### config.mk
export PLATFORM = sky130hd
export DESIGN_NAME = composition_if_ctrl
export DESIGN_NICKNAME = d
export VERILOG_FILES = /design/src/rtl/composition_if_ctrl.sv
export SDC_FILE = /design/constraint.sdc
export NUM_CORES = 1
export LEC_CHECK = 0
export CORE_MARGIN = 5
export CORE_UTILIZATION = 45
export CTS_CLUSTER_SIZE = 8
export DETAILED_ROUTE_END_ITERATION = 8
export GPL_ROUTABILITY_DRIVEN = 0
export PLACE_DENSITY = 0.85
export SETUP_SLACK_MARGIN = 0.15
export SLEW_MARGIN = 25
export SYNTH_ARGS = -nofsm -noshare
export SYNTH_HDL_FRONTEND = slang
export SYNTH_SLANG_ARGS = --single-unit
### constraint.sdc
create_clock -name CLK -period 5.13 [get_ports CLK]
set_clock_uncertainty 0.05 [all_clocks]
set_input_delay 1.026 -clock CLK [delete_from_list [all_inputs] [get_ports CLK]]
set_output_delay 1.026 -clock CLK [all_outputs]
set_load 0.005 [all_outputs]
### src/rtl/composition_if_ctrl.sv
// "if" composition sequencer: runs a condition unit, then the YES or NO unit,
// and returns the selected unit's result, with a per-phase watchdog.
module composition_if_ctrl #(
  parameter int W       = 16,
  parameter int TIMEOUT = 64
) (
  input  logic         CLK,
  input  logic         RST,
  input  logic         ST,
  output logic         RD,
  output logic [W-1:0] RES,
  output logic         ERR,
  input  logic [W-1:0] IN1,
  input  logic [W-1:0] IN2,
  input  logic [W-1:0] IN3,
  output logic [W-1:0] OP1,
  output logic [W-1:0] OP2,
  output logic [W-1:0] OP3,
  output logic         C_ST,
  input  logic         C_RD,
  input  logic [W-1:0] C_RES,
  output logic         Y_ST,
  input  logic         Y_RD,
  input  logic [W-1:0] Y_RES,
  output logic         N_ST,
  input  logic         N_RD,
  input  logic [W-1:0] N_RES
);

  localparam logic [2:0] S_IDLE  = 3'd0;
  localparam logic [2:0] S_CGO   = 3'd1;
  localparam logic [2:0] S_CACK  = 3'd2;
  localparam logic [2:0] S_CWAIT = 3'd3;
  localparam logic [2:0] S_BGO   = 3'd4;
  localparam logic [2:0] S_BACK  = 3'd5;
  localparam logic [2:0] S_BWAIT = 3'd6;

  localparam logic [15:0] TLIM = 16'(TIMEOUT - 1);

  logic [2:0]   state;
  logic [15:0]  cnt;
  logic         sel;
  logic         c_nz;
  logic         b_rd;
  logic [W-1:0] b_res;
  logic         tmo;

  assign c_nz  = (C_RES != '0);
  assign b_rd  = sel ? Y_RD : N_RD;
  assign b_res = sel ? Y_RES : N_RES;
  assign tmo   = (cnt == TLIM);

  always_ff @(posedge CLK) begin
    if (RST) begin
      state <= S_IDLE;
      cnt   <= '0;
      sel   <= 1'b0;
      RD    <= 1'b1;
      RES   <= '0;
      ERR   <= 1'b0;
      OP1   <= '0;
      OP2   <= '0;
      OP3   <= '0;
      C_ST  <= 1'b0;
      Y_ST  <= 1'b0;
      N_ST  <= 1'b0;
    end else begin
      case (state)
        S_IDLE: begin
          if (ST && RD) begin
            OP1   <= IN1;
            OP2   <= IN2;
            OP3   <= IN3;
            RD    <= 1'b0;
            ERR   <= 1'b0;
            C_ST  <= 1'b1;
            state <= S_CGO;
          end
        end
        S_CGO: begin
          C_ST  <= 1'b0;
          cnt   <= '0;
          state <= S_CACK;
        end
        S_CACK: begin
          cnt <= cnt + 16'd1;
          // C_RD is still high from before the start; wait for it to drop
          if (!C_RD) begin
            state <= S_CWAIT;
          end else if (tmo) begin
            RES   <= '0;
            ERR   <= 1'b1;
            RD    <= 1'b1;
            state <= S_IDLE;
          end
        end
        S_CWAIT: begin
          cnt <= cnt + 16'd1;
          if (C_RD) begin
            sel   <= c_nz;
            Y_ST  <= c_nz;
            N_ST  <= !c_nz;
            state <= S_BGO;
          end else if (tmo) begin
            RES   <= '0;
            ERR   <= 1'b1;
            RD    <= 1'b1;
            state <= S_IDLE;
          end
        end
        S_BGO: begin
          Y_ST  <= 1'b0;
          N_ST  <= 1'b0;
          cnt   <= '0;
          state <= S_BACK;
        end
        S_BACK: begin
          cnt <= cnt + 16'd1;
          if (!b_rd) begin
            state <= S_BWAIT;
          end else if (tmo) begin
            RES   <= '0;
            ERR   <= 1'b1;
            RD    <= 1'b1;
            state <= S_IDLE;
          end
        end
        S_BWAIT: begin
          cnt <= cnt + 16'd1;
          if (b_rd) begin
            RES   <= b_res;
            RD    <= 1'b1;
            state <= S_IDLE;
          end else if (tmo) begin
            RES   <= '0;
            ERR   <= 1'b1;
            RD    <= 1'b1;
            state <= S_IDLE;
          end
        end
        default: state <= S_IDLE;
      endcase
    end
  end

endmodule

==> flow_metrics.env, run 1 <==
export IMPL_place_ws_ns=2.050
export IMPL_h_tree_depth=3
export IMPL_final_cells=725
export IMPL_ys_seq_area_frac=0.4651
export IMPL_core_area_sq_mm=0.008258
export IMPL_wl_per_cell_um=15.30
export IMPL_cts_tree="done"
export IMPL_drive_gt1_frac=0.08387
export IMPL_status="complete, no violations"
export IMPL_clkPwrFrac=0.279
export IMPL_synthToLayoutAreaGrowth_pct=49.31
export IMPL_drt_wl_total_um=11090
export IMPL_vias_per_cell=5.236
export IMPL_cp_required_ns=5.38
export IMPL_antenna_found_initial=0
export IMPL_setup_tns_ns=0
export IMPL_initial_core_util=0.4639
export IMPL_cellLeakagePower_nw=1.969
export IMPL_final_min_clock_period_ns=2.693
export IMPL_synthDistinctLibCells=45
export IMPL_cts_sinks=89
export IMPL_cts_buffers=9
export IMPL_die_height_um=102.3
export IMPL_dp_hpwl_um=8238
export IMPL_synthFlopType="dfxtp_1"
export IMPL_port_buffer_count=170
export IMPL_layout_nets=718
export IMPL_placed_area_sq_mm=0.005549
export IMPL_powerDensity_mw_per_mm2=270.6
export IMPL_synth_area_per_cell_sq_um=8.275
export IMPL_cp_arrival_ns=2.94
export IMPL_holdWs_ns=0.4064
export IMPL_placed_cells=709
export IMPL_slew_headroom=0.3530
export IMPL_syn_instance_count=463
export IMPL_drt_iter0_drc=152
export IMPL_grt_use_total=0.2087
export IMPL_grt_ovfl_total=0
export IMPL_die_area_sq_mm=0.01046
export IMPL_die_w_um=102.3
export IMPL_worstPathCellList="clkdlybuf4s50_1 > mux2i_1 > nor4b_4 > buf_4 > o22ai_4 > a22oi_1 > nor2_1"
export IMPL_hold_buffers=0
export IMPL_rsz0062_at_grt="false"
export IMPL_worst_slack_ns=2.437
export IMPL_vias=3796
export IMPL_cts_buffer_depth=2
export IMPL_syn_nets=566
export IMPL_clk_pin_slew_ns=0.09
export IMPL_cp_slowest_stage_delay_ns=0.51
export IMPL_finalPower_mw=1.548
export IMPL_yosysMostFrequentCell="nand2_1"
export IMPL_ios=171
export IMPL_synth_area_leader_cell="dfxtp_1"
export IMPL_root_buffer="clkbuf_8"
export IMPL_criticalPathCategory="primary input to flip-flop"
export IMPL_fmax_mhz=371.4
export IMPL_yosysTopAreaCellShare=0.4651
export IMPL_floorplan_rows=33
export IMPL_n_antenna_cell=0
export IMPL_first_pass_iters=4
export IMPL_hp_class="flip-flop to flip-flop"
export IMPL_post_cts_setup_buffers=0
export IMPL_fin_crit_sh=0.5249
export IMPL_synth_edf_count=0
export IMPL_seq_power_share=0.499
export IMPL_slowest_stage="o22ai_4"
export IMPL_drcViolationCount=0
export IMPL_intPower_mw=1.106
export IMPL_maxCapViolCount=0
export IMPL_combPwrFrac=0.222
export IMPL_switching_share=0.2855
export IMPL_tightestPinTransition_ns=0.9636
export IMPL_ant_nets=0
export IMPL_insertion_delay_ns=0.36
export IMPL_synthTopCellsByArea="dfxtp_1 47%, nand2_1 12%, a21oi_1 8.0%"
export IMPL_critPathLaunchType="primary input"
export IMPL_netlist_area_sq_mm=0.003831
export IMPL_utilization=0.6927
export IMPL_setup_viol=0
export IMPL_vdd_drop_max_v=0.0002041
export IMPL_end_kind="flip-flop"
export IMPL_synth_common_cells="118 x nand2_1, 89 x dfxtp_1, 61 x a21oi_1"
export IMPL_grt_pass1_vias=3677
export IMPL_hold_viol=0
export IMPL_synthArstFlopShare=0
export IMPL_p_sw_mw=0.4421
export IMPL_fin_area_sq_mm=0.005720
export IMPL_synth_seq_cells=89
export IMPL_yosysWarnings=0
export IMPL_path_max_fanout=18
export IMPL_grt_max_degree=52
export IMPL_cts_resized_gates=0
export IMPL_grt_pass1_wl_um=17470
export IMPL_final_max_slew_viol_count=0
==> routing by layer <==
metal | wire length [um] | track usage
met5 | 0 | 0
met4 | 152 | 0.04541
met3 | 699 | 0.06894
met2 | 6001 | 0.3728
met1 | 4240 | 0.2431
==> flip-flops by register name (all words and copies together), names as in the netlist <==
name,cells
OP1,16
OP2,16
C_ST,1
state,3
ERR,1
cnt,16
N_ST,1
RES,16
sel,1
OP3,16
RD,1
Y_ST,1
==> final timing paths <==
kind / startpoint / end / slack (ns) / depth (start not counted)
worst max-delay path: N_RD / RES[0] / 2.44 / 7
worst min-delay path: OP2[2] / OP2[2] / 0.41 / 2
worst max register to register: state[0] / cnt[9] / 2.60 / 5
worst min register to register: OP2[2] / OP2[2] / 0.41 / 2
==> worst max-delay path: cells and delay by family <==
family / cells / cell delay (ns)
multiplexers: 1 / 0.33
AO/OA/AOI/OAI: 2 / 0.70
buffers and inverters: 2 / 0.70
AND/OR/NAND/NOR: 2 / 0.19
==> cells by family (layout without fill, tap and decap cells) <==
logic type / Yosys count / count (layout) / share of synthesized area
AND/OR/NAND/NOR: 206 / 206 / 0.2502
XOR/XNOR: 3 / 3 / 0.006860
flip-flops: 89 / 89 / 0.4651
multiplexers: 19 / 19 / 0.05519
buffers and inverters: 37 / 194 / 0.04082
AO/OA/AOI/OAI: 108 / 108 / 0.1786
adder cells (fa/ha/maj): 1 / 1 / 0.003265
==> cell type report <==
type / count / area, sq um
Timing Repair Buffer: 173 / 1719
Sequential cell: 89 / 1782
Clock inverter: 5 / 40.04
Fill cell: 632 / 2537
Clock buffer: 11 / 131.4
Inverter: 5 / 18.77
Tap cell: 105 / 131.4
Multi-Input combinational cell: 337 / 1898
==> power groups by stage <==
stage	Sequential, mW	Clock, mW	Combinational, mW
final	0.772	0.432	0.344
after global routing	0.779	0.467	0.377
after CTS	0.772	0.439	0.347
after detailed placement	0.788	0	0.344
after global placement	0.785	0	0.337
after floorplan	0.778	0	0.159
==> cells in the final DEF, fill, tap and decap left out, types with 3 or more instances in the layout <==
cell,n
a21oi_1,61
a22oi_1,9
a22oi_2,8
a311oi_1,4
a31oi_1,4
and3_1,6
buf_4,3
clkbuf_8,9
clkdlybuf4s50_1,169
clkinvlp_4,3
dfxtp_1,89
inv_1,5
mux2_2,17
nand2_1,118
nand3_1,8
nand4_1,7
nand4b_1,3
nor2_1,33
nor3_1,7
nor4_1,5
o21ai_0,12
or2_2,3
No activity file was read; power rests on OpenSTA's default activity.
==> run 2: changes to the inputs <==
- CORE_UTILIZATION: 45 -> 38
- PLACE_DENSITY: 0.85 -> 0.77
- clock period: 5.13 -> 2.2 ns (I/O delays scaled with it)
==> flow_metrics.env, run 2 (synthesis results as in run 1) <==
export IMPL_core_area_sq_mm=0.009819
export IMPL_placed_area_sq_mm=0.005719
export IMPL_fillers=843
export IMPL_cts_buffer_depth=2
export IMPL_maxCapViolCount=0
export IMPL_die_height_um=110.4
export IMPL_top_usage_layer="met2"
export IMPL_whs_path_depth=2
export IMPL_cts_sinks=89
export IMPL_worstPathCellList="or4_4 > nor4_4 > o22ai_4 > clkbuf_16 > a22oi_2 > nor2_1"
export IMPL_ios=171
export IMPL_slew_headroom=0.5685
export IMPL_grt_pass1_vias=3975
export IMPL_p_sw_mw=1.066
export IMPL_initial_core_util=0.3902
export IMPL_combPwrFrac=0.230
export IMPL_layout_commonest_cell="clkdlybuf4s50_1"
export IMPL_cp_arrival_ns=2.19
export IMPL_fmax_mhz=497.4
export IMPL_fin_crit_sh=0.9138
export IMPL_gr_usage_met3=0.05197
export IMPL_vias_per_cell=5.021
export IMPL_intPower_mw=2.741
export IMPL_dp_hpwl_um=8482
export IMPL_status="complete, no violations"
export IMPL_final_max_slew_viol_count=0
export IMPL_slowest_stage="or4_4"
export IMPL_r2r_cells=6
export IMPL_rsz0062_at_grt="true"
export IMPL_layout_nets=736
export IMPL_cp_required_ns=2.37
export IMPL_utilization=0.6111
export IMPL_clkPwrFrac=0.303
export IMPL_path_max_fanout=8
export IMPL_die_area_sq_mm=0.01219
export IMPL_criticalPathCategory="flip-flop to flip-flop"
export IMPL_grt_max_degree=50
export IMPL_final_min_clock_period_ns=2.010
export IMPL_setup_viol=0
export IMPL_switching_share=0.2800
export IMPL_fin_area_sq_mm=0.006001
export IMPL_powerDensity_mw_per_mm2=634.5
export IMPL_insertion_delay_ns=0.35
export IMPL_port_buffer_count=170
export IMPL_hold_viol=0
export IMPL_cts_buffers=9
export IMPL_root_buffer="clkbuf_8"
export IMPL_drt_wl_total_um=11430
export IMPL_final_cell_mix="169 x clkdlybuf4s50_1, 118 x nand2_1, 86 x dfxtp_1"
export IMPL_h_tree_depth=3
export IMPL_first_pass_iters=4
export IMPL_reg2reg_from="cnt[7]"
export IMPL_floorplan_rows=36
export IMPL_wl_per_cell_um=14.83
export IMPL_synthToLayoutAreaGrowth_pct=56.63
export IMPL_grt_ovfl_total=0
export IMPL_n_antenna_cell=0
export IMPL_hold_end="OP1[2]"
export IMPL_vias=3871
export IMPL_end_kind="flip-flop"
export IMPL_cp_slowest_stage_delay_ns=0.54
export IMPL_die_w_um=110.4
export IMPL_grt_use_total=0.1826
export IMPL_met1_usage=0.2040
export IMPL_clk_pin_slew_ns=0.09
export IMPL_drive_gt1_frac=0.1223
export IMPL_ant_nets=0
export IMPL_antenna_found_initial=0
export IMPL_grt_met2_usage=0.3256
export IMPL_r2r_end="RES[9]"
export IMPL_cts_tree="done"
export IMPL_grt_pass1_wl_um=18820
export IMPL_vdd_drop_max_v=0.0003675
export IMPL_drcViolationCount=0
export IMPL_r2r_slack_ns=0.19
export IMPL_drt_iter0_drc=232
export IMPL_critPathLaunchType="flip-flop"
export IMPL_min_from="OP1[2]"
export IMPL_hp_class="flip-flop to flip-flop"
export IMPL_tightestPinTransition_ns=0.6472
export IMPL_cellLeakagePower_nw=2.110
export IMPL_seq_power_share=0.467
==> run 2: changes by cell type in the layout (fill, tap and decap cells not counted), sizes merged <==
cell,before,now
bufinv,0,1
clkinvlp,3,1
buf,4,21
clkinv,1,2
inv,6,7
==> run 2: metal layers <==
| metal | part of all wire | routed length [um] |
|---|---|---|
| met3 | 0.066 | 758 |
| met2 | 0.52 | 5905 |
| met5 | 0 | 0 |
| met4 | 0.023 | 259 |
| met1 | 0.39 | 4511 |
==> run 2: stage by stage <==
stage          hold slack, ns  total power [mW]  setup TNS, ns  instances  setup WS (ns)
5_1_grt                0.4331             4.009              0        771         0.1080
4_1_cts                0.4074             3.841              0        767         0.1597
3_3_place_gp           0.3907             2.669              0        750        0.03332
6_report               0.4070             3.808              0        771         0.1897
2_1_floorplan          0.3948             2.186              0        463         0.2654
3_5_place_dp           0.3967             2.693        -0.2998        750       -0.03785
==> run 2: how the worst max path moves through the flow <==
stage               slack [ns]       to  startpoint
floorplan                 0.27   RES[3]      cnt[7]
global placement          0.03   RES[0]        Y_RD
detailed placement       -0.04  RES[14]        Y_RD
CTS                       0.16   RES[0]     cnt[15]
global route              0.11  RES[13]      cnt[7]
finish                    0.19   RES[9]      cnt[7]
==> run 2: power by group through the flow <==
| stage | Sequential [mW] | Combinational [mW] | Clock, mW |
|---|---|---|---|
| 2_1_floorplan | 1.81 | 0.372 | 0 |
| 4_1_cts | 1.78 | 0.882 | 1.18 |
| 5_1_grt | 1.79 | 0.963 | 1.25 |
| 6_report | 1.78 | 0.875 | 1.16 |
| 3_3_place_gp | 1.81 | 0.858 | 0 |
| 3_5_place_dp | 1.82 | 0.876 | 0 |
==> run 2: repair_timing <==
item,in CTS,in global routing
gates resized for setup,2,6
cloned,0,1
hold buffers,0,0
pin swaps,1,2
endpoints found under the setup margin,16,17
buffers inserted,1,3
==> run 2: layout make-up <==
cell class,count,area [sq um],share of cell area
multi-input cells,337,1916,0.3192
clock buffers,10,127.6,0.02127
repair buffers,191,1909,0.3182
flip-flops and latches,89,1788,0.2980
inverters,5,18.77,0.003128
clock inverters,6,75.07,0.01251
well taps,133,166.4,0.02773
==> run 2: critical path: cells and delay by family, from the launching register on <==
kind / cells / cell delay (ns)
simple gates: 3 / 0.96
flops: 1 / 0.36
compound gates: 2 / 0.31
buf+inv: 1 / 0.20
